[config.mk]
export PLATFORM = sky130hd
export DESIGN_NAME = regfile_access_ctrl_flat
export DESIGN_NICKNAME = d
export VERILOG_FILES = /design/src/rtl/regfile_access_ctrl_if.sv /design/src/rtl/regfile_access_ctrl.sv /design/src/flat_wrapper.sv
export SDC_FILE = /design/constraint.sdc
export NUM_CORES = 1
export LEC_CHECK = 0
export CAP_MARGIN = 15
export CORE_ASPECT_RATIO = 2
export CORE_MARGIN = 2
export CORE_UTILIZATION = 30
export DETAILED_ROUTE_END_ITERATION = 10
export HOLD_SLACK_MARGIN = 0.03
export PLACE_DENSITY = 0.69
export SLEW_MARGIN = 10
export SYNTH_ARGS = -nofsm -noshare
export SYNTH_HDL_FRONTEND = slang
export SYNTH_SLANG_ARGS = --single-unit
[constraint.sdc]
create_clock -name clk -period 1.9 [get_ports clk]
set_clock_uncertainty 0.15 [all_clocks]
set_input_delay 0.285 -clock clk [delete_from_list [all_inputs] [get_ports clk]]
set_output_delay 0.285 -clock clk [all_outputs]
set_load 0.05 [all_outputs]
[src/rtl/regfile_access_ctrl_if.sv]
// ----------------------------------------------------------------------------
// regfile_access_ctrl_if
//
// Purpose:
//   Bundles the decode/writeback-side signals of regfile_access_ctrl: the
//   read request/response handshake and the write request.
//
// Signals:
//   req_valid / req_ready      read request handshake
//   src_reg1 / src_reg2        read indices for port 1 / port 2
//   rsp_valid / rsp_ready      read response handshake
//   rsp_data1 / rsp_data2      read results
//   wr_en / wr_reg / wr_data   write request (always accepted)
//
// Modports:
//   master  the requester (decode/writeback logic)
//   slave   the access controller
// ----------------------------------------------------------------------------
interface regfile_access_ctrl_if #(
    parameter int ADDR_W = 4,
    parameter int WIDTH  = 16
) ();

    logic              req_valid;
    logic              req_ready;
    logic [ADDR_W-1:0] src_reg1;
    logic [ADDR_W-1:0] src_reg2;

    logic              rsp_valid;
    logic              rsp_ready;
    logic [WIDTH-1:0]  rsp_data1;
    logic [WIDTH-1:0]  rsp_data2;

    logic              wr_en;
    logic [ADDR_W-1:0] wr_reg;
    logic [WIDTH-1:0]  wr_data;

    modport master (
        output req_valid, src_reg1, src_reg2, rsp_ready, wr_en, wr_reg, wr_data,
        input  req_ready, rsp_valid, rsp_data1, rsp_data2
    );

    modport slave (
        input  req_valid, src_reg1, src_reg2, rsp_ready, wr_en, wr_reg, wr_data,
        output req_ready, rsp_valid, rsp_data1, rsp_data2
    );

endinterface

[src/rtl/regfile_access_ctrl.sv]
// ----------------------------------------------------------------------------
// regfile_access_ctrl
//
// Purpose:
//   Read/write sequencer for the bitline register file. Converts register
//   indices into one-hot strobes for the Register array, drives the shared
//   write-data bus D, samples the array bitlines during a read and returns
//   the data over a valid/ready handshake.
//
// Parameters:
//   NREG    number of registers / one-hot strobe width (NREG <= 2**ADDR_W)
//   ADDR_W  register index width
//   WIDTH   data / bitline width
//
// Ports:
//   clk                         system clock, rising edge
//   rst                         synchronous, active-high reset
//   bus (slave modport)         read request/response and write request
//   WriteReg      out  NREG     one-hot write strobe to the array
//   D             out  WIDTH    write-data bus to the array
//   ReadEnable1/2 out  NREG     one-hot read strobes, non-zero only in DRIVE
//   Bitline1/2    in   WIDTH    array bitlines, sampled only at end of DRIVE
//
// Read sequence (3 cycles minimum):
//   IDLE  -> accept request, latch one-hot enables
//   DRIVE -> enables on the array, bitlines captured at the closing edge
//   RESP  -> rsp_valid held with stable data until rsp_ready
//
// Write sequence:
//   wr_en registered once; WriteReg/D present for exactly one cycle after it,
//   the array captures at the end of that cycle. Back-to-back writes allowed.
//
// An index >= NREG yields an all-zero strobe: such a write is dropped and
// such a read returns 0.
//
// Optional feature (compile-time macro RF_BYPASS_EN):
//   When defined, a read whose DRIVE cycle coincides with a WriteReg strobe
//   to the same register captures D instead of the bitline on that port, so
//   the response carries the new value. When undefined the bitline is always
//   captured (old value) and no comparison logic exists.
// ----------------------------------------------------------------------------
module regfile_access_ctrl #(
    parameter int NREG   = 16,
    parameter int ADDR_W = 4,
    parameter int WIDTH  = 16
) (
    input  logic                  clk,
    input  logic                  rst,

    regfile_access_ctrl_if.slave  bus,

    output logic [NREG-1:0]       WriteReg,
    output logic [WIDTH-1:0]      D,
    output logic [NREG-1:0]       ReadEnable1,
    output logic [NREG-1:0]       ReadEnable2,
    input  logic [WIDTH-1:0]      Bitline1,
    input  logic [WIDTH-1:0]      Bitline2
);

    // ------------------------------------------------------------------
    // Index decode. Indices outside 0..NREG-1 match no bit, so they give
    // an all-zero strobe with no separate range check.
    // ------------------------------------------------------------------
    function automatic logic [NREG-1:0] onehot(input logic [ADDR_W-1:0] idx);
        logic [NREG-1:0] oh;
        oh = '0;
        for (int i = 0; i < NREG; i++) begin
            if (idx == ADDR_W'(i)) begin
                oh[i] = 1'b1;
            end
        end
        return oh;
    endfunction

    // ------------------------------------------------------------------
    // Write path: one register stage, independent of the read FSM.
    // ------------------------------------------------------------------
    logic [NREG-1:0]  write_reg_d, write_reg_q;
    logic [WIDTH-1:0] d_d, d_q;

    always_comb begin
        // NOTE: every variable gets a default before any branch, so no
        // path leaves it unassigned and no latch is inferred.
        write_reg_d = '0;
        d_d         = d_q;          // D holds its last value between writes
        if (bus.wr_en) begin
            write_reg_d = onehot(bus.wr_reg);
            d_d         = bus.wr_data;
        end
    end

    always_ff @(posedge clk) begin
        // NOTE: state is updated with non-blocking assignments so every flop
        // samples the pre-edge values regardless of statement order.
        if (rst) begin
            // A write registered but not yet strobed is cancelled here.
            write_reg_q <= '0;
            d_q         <= '0;
        end else begin
            write_reg_q <= write_reg_d;
            d_q         <= d_d;
        end
    end

    assign WriteReg = write_reg_q;
    assign D        = d_q;

    // ------------------------------------------------------------------
    // Read capture values, evaluated in the DRIVE cycle. A port with an
    // all-zero enable (out-of-range index) returns 0; its bitline is not
    // driven by the array and must not be trusted.
    // ------------------------------------------------------------------
    logic [NREG-1:0]  re1_q, re2_q;
    logic [WIDTH-1:0] cap1, cap2;

    always_comb begin
        cap1 = (|re1_q) ? Bitline1 : '0;
        cap2 = (|re2_q) ? Bitline2 : '0;
`ifdef RF_BYPASS_EN
        // Both vectors are one-hot over valid registers, so any overlap means
        // the strobed write targets the register being read this cycle. The
        // array has not captured it yet, so forward D instead of the bitline.
        if (|(re1_q & write_reg_q)) begin
            cap1 = d_q;
        end
        if (|(re2_q & write_reg_q)) begin
            cap2 = d_q;
        end
`endif
    end

    // ------------------------------------------------------------------
    // Read FSM with registered outputs.
    // ------------------------------------------------------------------
    typedef enum logic [1:0] {
        IDLE  = 2'd0,
        DRIVE = 2'd1,
        RESP  = 2'd2
    } rd_state_e;

    rd_state_e        state_q;
    logic             req_ready_q;
    logic             rsp_valid_q;
    logic [WIDTH-1:0] rsp_data1_q, rsp_data2_q;

    always_ff @(posedge clk) begin
        if (rst) begin
            // Any response in flight is discarded.
            state_q     <= IDLE;
            req_ready_q <= 1'b1;
            rsp_valid_q <= 1'b0;
            re1_q       <= '0;
            re2_q       <= '0;
            rsp_data1_q <= '0;
            rsp_data2_q <= '0;
        end else begin
            case (state_q)
                IDLE: begin
                    if (bus.req_valid) begin
                        // Enables are precomputed so they are clean flop
                        // outputs for the whole DRIVE cycle.
                        re1_q       <= onehot(bus.src_reg1);
                        re2_q       <= onehot(bus.src_reg2);
                        req_ready_q <= 1'b0;
                        state_q     <= DRIVE;
                    end
                end

                DRIVE: begin
                    re1_q       <= '0;
                    re2_q       <= '0;
                    rsp_data1_q <= cap1;
                    rsp_data2_q <= cap2;
                    rsp_valid_q <= 1'b1;
                    state_q     <= RESP;
                end

                RESP: begin
                    // Data registers are untouched here, so the response
                    // stays stable for as long as the consumer stalls.
                    if (bus.rsp_ready) begin
                        rsp_valid_q <= 1'b0;
                        req_ready_q <= 1'b1;
                        state_q     <= IDLE;
                    end
                end

                default: begin
                    re1_q       <= '0;
                    re2_q       <= '0;
                    rsp_valid_q <= 1'b0;
                    req_ready_q <= 1'b1;
                    state_q     <= IDLE;
                end
            endcase
        end
    end

    // The ready flop resets to 1 (IDLE can accept), but requests are not
    // accepted while rst is high, so the requester must see 0 then.
    assign bus.req_ready = req_ready_q & ~rst;
    assign bus.rsp_valid = rsp_valid_q;
    assign bus.rsp_data1 = rsp_data1_q;
    assign bus.rsp_data2 = rsp_data2_q;

    assign ReadEnable1   = re1_q;
    assign ReadEnable2   = re2_q;

endmodule

[src/flat_wrapper.sv]
// flat-port wrapper written by rule: the top's interface ports become plain ports
module regfile_access_ctrl_flat 
#(
    parameter int NREG   = 16,
    parameter int ADDR_W = 4,
    parameter int WIDTH  = 16
)
  (clk, rst, WriteReg, D, ReadEnable1, ReadEnable2, Bitline1, Bitline2, bus_req_valid, bus_src_reg1, bus_src_reg2, bus_rsp_ready, bus_wr_en, bus_wr_reg, bus_wr_data, bus_req_ready, bus_rsp_valid, bus_rsp_data1, bus_rsp_data2);
  regfile_access_ctrl_if #(.ADDR_W(ADDR_W), .WIDTH(WIDTH)) bus_i ();
  input  logic clk;
  input  logic rst;
  output logic [NREG-1:0] WriteReg;
  output logic [WIDTH-1:0] D;
  output logic [NREG-1:0] ReadEnable1;
  output logic [NREG-1:0] ReadEnable2;
  input  logic [WIDTH-1:0] Bitline1;
  input  logic [WIDTH-1:0] Bitline2;
  input wire logic [$bits(bus_i.req_valid)-1:0] bus_req_valid;
  input wire logic [$bits(bus_i.src_reg1)-1:0] bus_src_reg1;
  input wire logic [$bits(bus_i.src_reg2)-1:0] bus_src_reg2;
  input wire logic [$bits(bus_i.rsp_ready)-1:0] bus_rsp_ready;
  input wire logic [$bits(bus_i.wr_en)-1:0] bus_wr_en;
  input wire logic [$bits(bus_i.wr_reg)-1:0] bus_wr_reg;
  input wire logic [$bits(bus_i.wr_data)-1:0] bus_wr_data;
  output wire logic [$bits(bus_i.req_ready)-1:0] bus_req_ready;
  output wire logic [$bits(bus_i.rsp_valid)-1:0] bus_rsp_valid;
  output wire logic [$bits(bus_i.rsp_data1)-1:0] bus_rsp_data1;
  output wire logic [$bits(bus_i.rsp_data2)-1:0] bus_rsp_data2;
  assign bus_i.req_valid = bus_req_valid;
  assign bus_i.src_reg1 = bus_src_reg1;
  assign bus_i.src_reg2 = bus_src_reg2;
  assign bus_i.rsp_ready = bus_rsp_ready;
  assign bus_i.wr_en = bus_wr_en;
  assign bus_i.wr_reg = bus_wr_reg;
  assign bus_i.wr_data = bus_wr_data;
  assign bus_req_ready = bus_i.req_ready;
  assign bus_rsp_valid = bus_i.rsp_valid;
  assign bus_rsp_data1 = bus_i.rsp_data1;
  assign bus_rsp_data2 = bus_i.rsp_data2;
  regfile_access_ctrl #(.NREG(NREG), .ADDR_W(ADDR_W), .WIDTH(WIDTH)) u_core (.clk(clk), .rst(rst), .bus(bus_i), .WriteReg(WriteReg), .D(D), .ReadEnable1(ReadEnable1), .ReadEnable2(ReadEnable2), .Bitline1(Bitline1), .Bitline2(Bitline2));
endmodule
# [Word-level counts from Yosys, hierarchy flattened]
# Index checks and enable logic that the tools add are counted.
[classes] n_eq_ne=49 mux=62 bitwise=6 n_reduce_logical=11
[op_table] operator="4-bit == test, second input constant" count=24
[op_table] operator="16-bit 2-to-1 mux" count=4
[op_table] operator="16-bit one-hot mux with 2 select lines" count=2
[op_table] operator="1-bit 2-to-1 mux" count=51
[op_table] operator="4-bit by 3-bit == test with 1-bit output, second input constant" count=12
[op_table] operator="16-bit OR reduction" count=2
[op_table] operator="4-bit by 2-bit == test with 1-bit output, second input constant" count=6
[op_table] operator="4-bit by 1-bit == test with 1-bit output, second input constant" count=3
[op_table] operator="4-bit logical NOT" count=3
[op_table] operator="1-bit one-hot mux with 3 select lines" count=2
[op_table] operator="2-bit one-hot mux with 3 select lines" count=1
[op_table] operator="2-bit AND reduction" count=3
[op_table] operator="1-bit inverter" count=5
[op_table] operator="2-bit 2-to-1 mux" count=2
[op_table] operator="2-bit != test, second input constant" count=2
[op_table] operator="3-bit AND reduction" count=1
[op_table] operator="2-bit by 1-bit == test with 1-bit output, second input constant" count=1
[op_table] operator="2-bit == test, second input constant" count=1
[op_table] operator="2-bit logical NOT" count=1
[op_table] operator="2-bit OR reduction" count=1
[op_table] operator="1-bit AND" count=1
[word_totals] reg_bits=100 inputBits=65 out_inout_bits=98

# [Longest topological paths before layout]
# Gate-level depths: netlist of run 1.
[depth] ltp_word=4 mapped_depth=6 ltp_nobuf=3

# [Worst setup path before layout of run 1]
# OpenSTA, ideal clock, no wires.
[synth_path] path_kind="flip-flop to flip-flop" startpoint="register u_core.re1_q[2], in the netlist u_core.ReadEnable1[2]" endpoint="register u_core.rsp_data1_q[10], in the netlist u_core.bus.rsp_data1[10]" t_arrival_ps=1450 required_ps=1633 slack_ps=183 path_stages_with_launch=5 cell_sequence="dfxtp_1 > nor4_2 > nand4_2 > buf_6 > a32o_2"
[synth_via] elab_chain_cells=2
[synth_rtl] item="from (decl)" line="regfile_access_ctrl.sv:113" source="logic [NREG-1:0] re1_q, re2_q;"
[synth_rtl] item="from (signal assigned)" line="regfile_access_ctrl.sv:162" source="re1_q <= onehot(bus.src_reg1);"
[synth_rtl] item="16-bit OR reduction" line="regfile_access_ctrl.sv:117" source="cap1 = (|re1_q) ? Bitline1 : '0;"
[synth_rtl] item="16-bit 2-to-1 mux" line="regfile_access_ctrl.sv:117"
[synth_rtl] item="to (signal assigned)" line="regfile_access_ctrl.sv:172" source="rsp_data1_q <= cap1;"
[synth_rtl] item="to (decl)" line="regfile_access_ctrl.sv:144" source="logic [WIDTH-1:0] rsp_data1_q, rsp_data2_q;"
# Every way passes these cells.
# A chain may end at the register's enable or synchronous reset.

# [Worst setup path after layout of run 1]
[layout_path] startpoint="register u_core.state_q[0]" endpoint="register u_core.re2_q[8], in the netlist u_core.ReadEnable2[8]"
[layout_via] elab_chain_cells=3 word_cells_on_any_way=6 classes_between="2 x eq/ne; 1 x mux; 1 x bitwise; 2 x reduce/logical"
[layout_rtl] item="from (decl)" line="regfile_access_ctrl.sv:141" source="rd_state_e state_q;"
[layout_rtl] item="from (signal assigned)" line="regfile_access_ctrl.sv:149" source="state_q <= IDLE;"
[layout_rtl] item="from (signal assigned)" line="regfile_access_ctrl.sv:165" source="state_q <= DRIVE;"
[layout_rtl] item="from (signal assigned)" line="regfile_access_ctrl.sv:175" source="state_q <= RESP;"
[layout_rtl] item="2-bit logical NOT or 2-bit == test (tied branches)" line="regfile_access_ctrl.sv:157" source="case (state_q)"
[layout_rtl] item="2-bit != test (no source line) or 1-bit inverter (tied branches)"
[layout_rtl] item="2-bit AND reduction (no source line)"
[layout_rtl] item="to (signal assigned)" line="regfile_access_ctrl.sv:163" source="re2_q <= onehot(bus.src_reg2);"
[layout_rtl] item="to (decl)" line="regfile_access_ctrl.sv:113"
# Several ways; a longest one is shown, not always the timed one.

==> results of run 1 <==
## layer usage
layer / vias up / global-route usage, % / wire length [µm]
met5: - / 0 / 0
met4: 0 / 7.625 / 361
met3: 22 / 3.568 / 602
met2: 121 / 30.95 / 6250
met1: 1639 / 16.09 / 3617
li1: 1664 / - / -
## worst max-delay path, delay by kind of cell, from the launching register on
family	cells	cell delay [ns]
compound gates	1	0.07
buf+inv	2	0.82
flops	1	0.33
simple gates	1	0.19
## stage by stage
stage          power [mW]  cells  hold slack, ns  cell area (µm²)
6_report            4.783    663          0.2531             5657
5_1_grt             5.006    663          0.2582             5657
4_1_cts             4.853    663          0.2552             5657
3_5_place_dp        3.024    647          0.3036             5368
3_3_place_gp        3.011    647          0.2967             5368
2_1_floorplan       2.703    358          0.2118             3826
## layout by cell type (no fill, tap or decap), types with 3 or more instances in the layout
| cell type | netlist | layout |
|---|---|---|
| nor2_1 | 33 | 32 |
| clkbuf_16 | 0 | 9 |
| nand2_1 | 3 | 3 |
| mux2i_1 | 16 | 16 |
| o211ai_1 | 24 | 24 |
| dfxtp_1 | 100 | 99 |
| a32o_2 | 16 | 16 |
| buf_4 | 3 | 91 |
| nor4b_4 | 3 | 3 |
| nor4_2 | 8 | 8 |
| nand3_1 | 32 | 32 |
| o2111ai_1 | 8 | 8 |
| dlygate4sd2_1 | 0 | 16 |
| nor2b_1 | 7 | 5 |
| inv_6 | 0 | 3 |
| clkdlybuf4s50_1 | 0 | 63 |
| a32o_1 | 16 | 16 |
| nor3_1 | 5 | 5 |
| a21oi_1 | 33 | 33 |
| nand2b_1 | 6 | 6 |
## final timing paths
path | start | slack (ns) | to
setup / recovery | u_core.state_q[0]$_SDFFE_PP0P_ | 0.19 | u_core.ReadEnable2[8]$_SDFFE_PP0P_
hold / removal | rst | 0.25 | u_core.D[9]$_SDFFE_PP0P_
setup reg to reg | u_core.state_q[0]$_SDFFE_PP0P_ | 0.19 | u_core.ReadEnable2[8]$_SDFFE_PP0P_
hold reg to reg | u_core.bus.rsp_data2[12]$_SDFFE_PP0P_ | 0.31 | u_core.bus.rsp_data2[12]$_SDFFE_PP0P_
## kinds of logic after synthesis
logic type | Yosys count | share of synthesized area (%)
AO/OA/AOI/OAI | 99 | 20.11
buffers and inverters | 35 | 4.643
flip-flops | 100 | 52.32
multiplexers | 16 | 4.186
AND/OR/NAND/NOR | 108 | 18.74
## power by group through the flow
stage	logic (mW)	registers [mW]	clock network (mW)
after global routing	0.831	2.19	1.98
after detailed placement	0.788	2.24	0
after CTS	0.785	2.19	1.88
after floorplan	0.292	2.41	0
after global placement	0.778	2.23	0
final	0.780	2.19	1.82
## timing repair
item                                   CTS  global route
hold buffers                             0             0
endpoints found under the hold margin    0             0
resized for setup                       17             0
setup endpoints to repair               48             0
## final cells by class
| class | count | area [µm²] |
|---|---|---|
| fillers | 1230 | 6825 |
| flip-flops and latches | 100 | 2003 |
| multi-input cells | 223 | 1659 |
| repair buffers | 173 | 1499 |
| clock buffers | 9 | 225.2 |
| well taps | 150 | 187.7 |
| clock inverters | 7 | 78.83 |
| inverters | 1 | 3.754 |
## sequential cells by signal, summed over array words and instances, names as in the netlist
| name | cells |
|---|---|
| u_core.state_q | 2 |
| u_core.bus.rsp_data2 | 16 |
| u_core.WriteReg | 16 |
| u_core.bus.rsp_valid | 1 |
| u_core.ReadEnable1 | 16 |
| u_core.D | 16 |
| u_core.req_ready_q | 1 |
| u_core.ReadEnable2 | 16 |
| u_core.bus.rsp_data1 | 16 |
==> qor.csv, run 1 <==
metric,value,unit
ANT cells,0,
top post-synthesis cells by count,"dfxtp_1, a21oi_1, nor2_1",
Max IR drop VDD,0.0004741,V
Netlist Area Pre-Place,3826,µm²
relative slew slack,52.34,%
pwr/cell area,845.6,nW/µm²
CP endpoint kind,flip-flop,
leakage power,2.348,nW
Buffers on Ports,162,
DP Wirelength,8175,µm
First DRT Iteration DRCs,174,
CP Cell Sequence,buf_4 -> inv_2 -> nand3_1 -> a21oi_1,
H-tree depth,3,
post-synth top area share,52.32,%
worst-skew pair later-pin latency,0.34,ns
Cells after Synth,358,
"top cells by area, synth","dfxtp_1, a32o_2, o211ai_1",
DR WL/cell,16.34,µm
CP max stage delay,0.44,ns
syn avg cell area,10.69,µm²
critical path's slowest cell,buf_4,
"FF+latch count, synth",100,
"Distinct cells, synth",31,
CTS tree,yes,
Root Buffer,clkbuf_16,
clock share of power,38.0,%
clock tree buffer depth,2,
die area,13730,µm²
Post-synth EDFFs,0,
die width,83.86,µm
Hold/Removal Path Class,input port to flip-flop,
Fin. Hold Viols,0,
Via Count,3446,
vias per inst,5.198,
max-slew violations,0,
Max Cap Violations,0,
status,finished clean,
post-route antenna net violation count,0,
synth warn,0,
layout overhead on the synthesized area,47.84,%
sequential share of power,45.7,%
"Core Util, Final",45.32,%
Initial DRT Pass Iterations,6,
Synth async-reset ratio,0,%
Placement Rows,58,
Sw Share,29.12,%
Core ar.,12480,µm²
clk slew on worst S/H paths,0.08,ns
Worst Max-Slew Pin Slew,0.7133,ns
post-synthesis sequential area ratio,52.32,%
most numerous cell in the Yosys netlist,dfxtp_1,
Num CTS Buffers,9,
Post-Syn Nets,423,
Ports,163,
gr ovfl total,0,
"wirelength, routed",10830,µm
CP Class,flip-flop to flip-flop,
Die Span Y,163.7,µm
Sink Count,100,
DRC errors left,0,
Setup TNS,0,ns
CP required,1.97,ns
hold depth,3,
RD Place Congestion,0.7763,
RSZ-0062 raised after global routing,false,
Worst Path Arrival,1.78,ns
min Tclk post-route,1.711,ns
cell taking the most area after synthesis,dfxtp_1,
crit share post-route,90.03,%
Cell Int Power,3.390,mW
Post-synth top flop,dfxtp_1,
vias in the first global route,3535,
final net count,573,
layout cells sized above 1,28.65,%
Post-CTS Setup Bufs,0,
global-route wire length before repair,17650,µm
largest net degree at the start of global routing,47,
GR Util All Layers,16.11,%
Comb power frac,16.3,%
NetSw,1.393,mW
FMAX,0.5846,GHz
final setup fails,0,
FF-to-FF path depth,4,
initial antenna violation count,0,
Initial Util,30.65,%
post-route setup slack,0.1895,ns
pre-CTS setup slack,-0.06969,ns
Worst Path Max Fanout,46,
element type at the critical path start,flip-flop,
Note: power is estimated with default switching activity, not from simulation.
==> run 2: changes to the inputs <==
--- a/config.mk
+++ b/config.mk
@@ -8,10 +8,10 @@
 export CAP_MARGIN = 15
 export CORE_ASPECT_RATIO = 2
 export CORE_MARGIN = 2
-export CORE_UTILIZATION = 30
+export CORE_UTILIZATION = 42
 export DETAILED_ROUTE_END_ITERATION = 10
 export HOLD_SLACK_MARGIN = 0.03
-export PLACE_DENSITY = 0.69
+export PLACE_DENSITY = 0.88
 export SLEW_MARGIN = 10
 export SYNTH_ARGS = -nofsm -noshare
 export SYNTH_HDL_FRONTEND = slang
==> run 2 against run 1 <==
  * Core utilization rose by 18 points
  * Fmax rose by 3.0%
  * Critical endpoint is now WriteReg[4]
  * Largest power group unchanged
  * Cell area fell by 0.44%
  * Sequential share of layout area rose by 0.16 points
  * Setup slack improved by 0.050 ns
==> qor.csv, run 2 (synthesis gave the netlist of run 1 again) <==
metric,value,unit,change
RSZ-0062 raised after global routing,false,,unchanged
Comb power frac,16.7,%,was 16.3%
WP buf/inv,1,,was 2
CTS tree,yes,,unchanged
CP top delay family,buffers and inverters,,unchanged
most common library cell in the layout ignoring fill and taps,dfxtp_1,,unchanged
"Core Util, Final",62.92,%,was 45.32%
Hold/Removal Path Class,input port to flip-flop,,unchanged
CP required,1.46,ns,was 1.97 ns
final setup fails,0,,unchanged
die area,9936,µm²,was 13730 µm²
Placement Rows,49,,was 58
"wirelength, routed",10590,µm,was 10830 µm
post-route setup slack,0.2399,ns,was 0.1895 ns
Sink Count,100,,unchanged
largest net degree at the start of global routing,33,,was 47
post-route antenna net violation count,0,,unchanged
die width,71.49,µm,was 83.86 µm
relative slew slack,62.25,%,was 52.34%
CP Cell Sequence,dlygate4sd2_1,,was buf_4 -> inv_2 -> nand3_1 -> a21oi_1
Initial Util,42.75,%,was 30.65%
status,finished clean,,unchanged
worst-skew pair later-pin latency,0.34,ns,about the same
element type at the critical path start,flip-flop,,unchanged
final instance area,5632,µm²,was 5657 µm²
GR Util All Layers,21.30,%,was 16.11%
Buffers on Ports,162,,unchanged
clock share of power,36.7,%,was 38.0%
leakage power,2.406,nW,was 2.348 nW
Worst Path Arrival,1.23,ns,was 1.78 ns
DRC errors left,0,,unchanged
DR WL/cell,17.10,µm,was 16.34 µm
min Tclk post-route,1.660,ns,was 1.711 ns
global-route wire length before repair,16840,µm,was 17650 µm
most frequent cells in the layout,"dfxtp_1, buf_4, clkdlybuf4s50_1",,unchanged
max-slew violations,0,,unchanged
Worst Path Max Fanout,1,,was 46
Setup TNS,0,ns,unchanged
pre-CTS setup slack,0.04284,ns,was -0.06969 ns
Max Cap Violations,0,,unchanged
RD Place Congestion,0.8985,,was 0.7763
Die Span Y,139.0,µm,was 163.7 µm
Post-DP Area,5378,µm²,was 5368 µm²
clk slew on worst S/H paths,0.07,ns,was 0.08 ns
NetSw,1.332,mW,was 1.393 mW
gr ovfl total,0,,unchanged
layout cells sized above 1,27.08,%,was 28.65%
Core ar.,8951,µm²,was 12480 µm²
CP max stage delay,0.54,ns,was 0.44 ns
filler cell count,744,,was 1230
First DRT Iteration DRCs,227,,was 174
Fin. Hold Viols,0,,unchanged
reg2reg setup slack,0.31,ns,was 0.19 ns
Initial DRT Pass Iterations,4,,was 6
Cell Int Power,3.370,mW,was 3.390 mW
CP Class,flip-flop to primary output,,was flip-flop to flip-flop
CP endpoint kind,primary output,,was flip-flop
Ports,163,,unchanged
final net count,577,,was 573
H-tree depth,3,,unchanged
Root Buffer,clkbuf_16,,unchanged
critical path's slowest cell,dlygate4sd2_1,,was buf_4
vias in the first global route,3557,,was 3535
vias per inst,5.649,,was 5.198
ANT cells,0,,unchanged
clock tree buffer depth,2,,unchanged
sequential share of power,46.6,%,was 45.7%
layout overhead on the synthesized area,47.19,%,was 47.84%
Num CTS Buffers,9,,unchanged
crit share post-route,87.37,%,was 90.03%
Max IR drop VDD,0.0005972,V,was 0.0004741 V
Worst Max-Slew Pin Slew,0.5654,ns,was 0.7133 ns
initial antenna violation count,0,,unchanged
FMAX,0.6024,GHz,was 0.5846 GHz
pwr/cell area,834.8,nW/µm²,was 845.6 nW/µm²
DP Wirelength,7914,µm,was 8175 µm
Sw Share,28.33,%,was 29.12%
Via Count,3497,,was 3446
-- run 2: changes by cell type in the layout (fill, tap and decap cells not counted), sizes merged --
cell / before / now
dlygate4sd2: 16 / 26
inv: 5 / 4
dlymetal6s2s: 0 / 1
clkinvlp: 0 / 1
buf: 94 / 87
-- run 2: worst register-to-register path, cell delays in order (launching register included) --
cell and delay (ns):
dfxtp_1 0.31, buf_4 0.16, nand2b_1 0.19, nor2b_2 0.17, buf_4 0.24, a32o_2 0.26
-- run 2: per-stage QoR --
stage          hold slack, ns  cells  total power, mW
6_report               0.1616    619            4.701
3_5_place_dp           0.3039    603            3.032
2_1_floorplan          0.2118    358            2.703
3_3_place_gp           0.2992    603            3.012
4_1_cts                0.1578    619            4.747
5_1_grt                0.1820    619            4.879
-- run 2: cell type report --
cell class	count	area (µm²)	area share, %
Sequential cell	100	2003	35.57
Inverter	1	3.754	0.06665
Tap cell	102	127.6	2.266
Timing Repair Buffer	177	1559	27.68
Clock buffer	9	225.2	3.999
Multi-Input combinational cell	223	1654	29.37
Clock inverter	7	58.81	1.044
-- run 2: power groups by stage --
stage | sequential (mW) | combinational (mW) | clock, mW
2_1_floorplan | 2.41 | 0.292 | 0
3_3_place_gp | 2.24 | 0.775 | 0
3_5_place_dp | 2.24 | 0.791 | 0
4_1_cts | 2.19 | 0.785 | 1.77
5_1_grt | 2.20 | 0.830 | 1.85
6_report | 2.19 | 0.783 | 1.73
-- run 2: path summary, 6_finish.rpt --
check,start,endpoint,depth (start not counted)
min reg2reg,u_core.bus.rsp_data2[9]$_SDFFE_PP0P_,u_core.bus.rsp_data2[9]$_SDFFE_PP0P_,1
max,u_core.WriteReg[4]$_SDFF_PP0_,WriteReg[4],1
max reg2reg,u_core.state_q[1]$_SDFFE_PP0P_,u_core.bus.rsp_data1[15]$_SDFFE_PP0P_,5
min,rst,u_core.D[5]$_SDFFE_PP0P_,2
-- run 2: timing repair --
item | 4_1_cts | 5_1_grt
hold buffers | 0 | 0
buffers inserted | 0 | 0
gates cloned | 0 | 0
endpoints found under the setup margin | 26 | 1
hold endpoints to repair | 0 | 0
gates resized for setup | 26 | 1
-- run 2: layer usage --
layer  vias to the layer above  GRT usage [%]  wire length (µm)
li1                       1670              -                 -
met1                      1648          21.02              3616
met2                       152          40.55              6017
met3                        27          3.634               612
met4                         0          10.82               340
met5                         -              0                 0
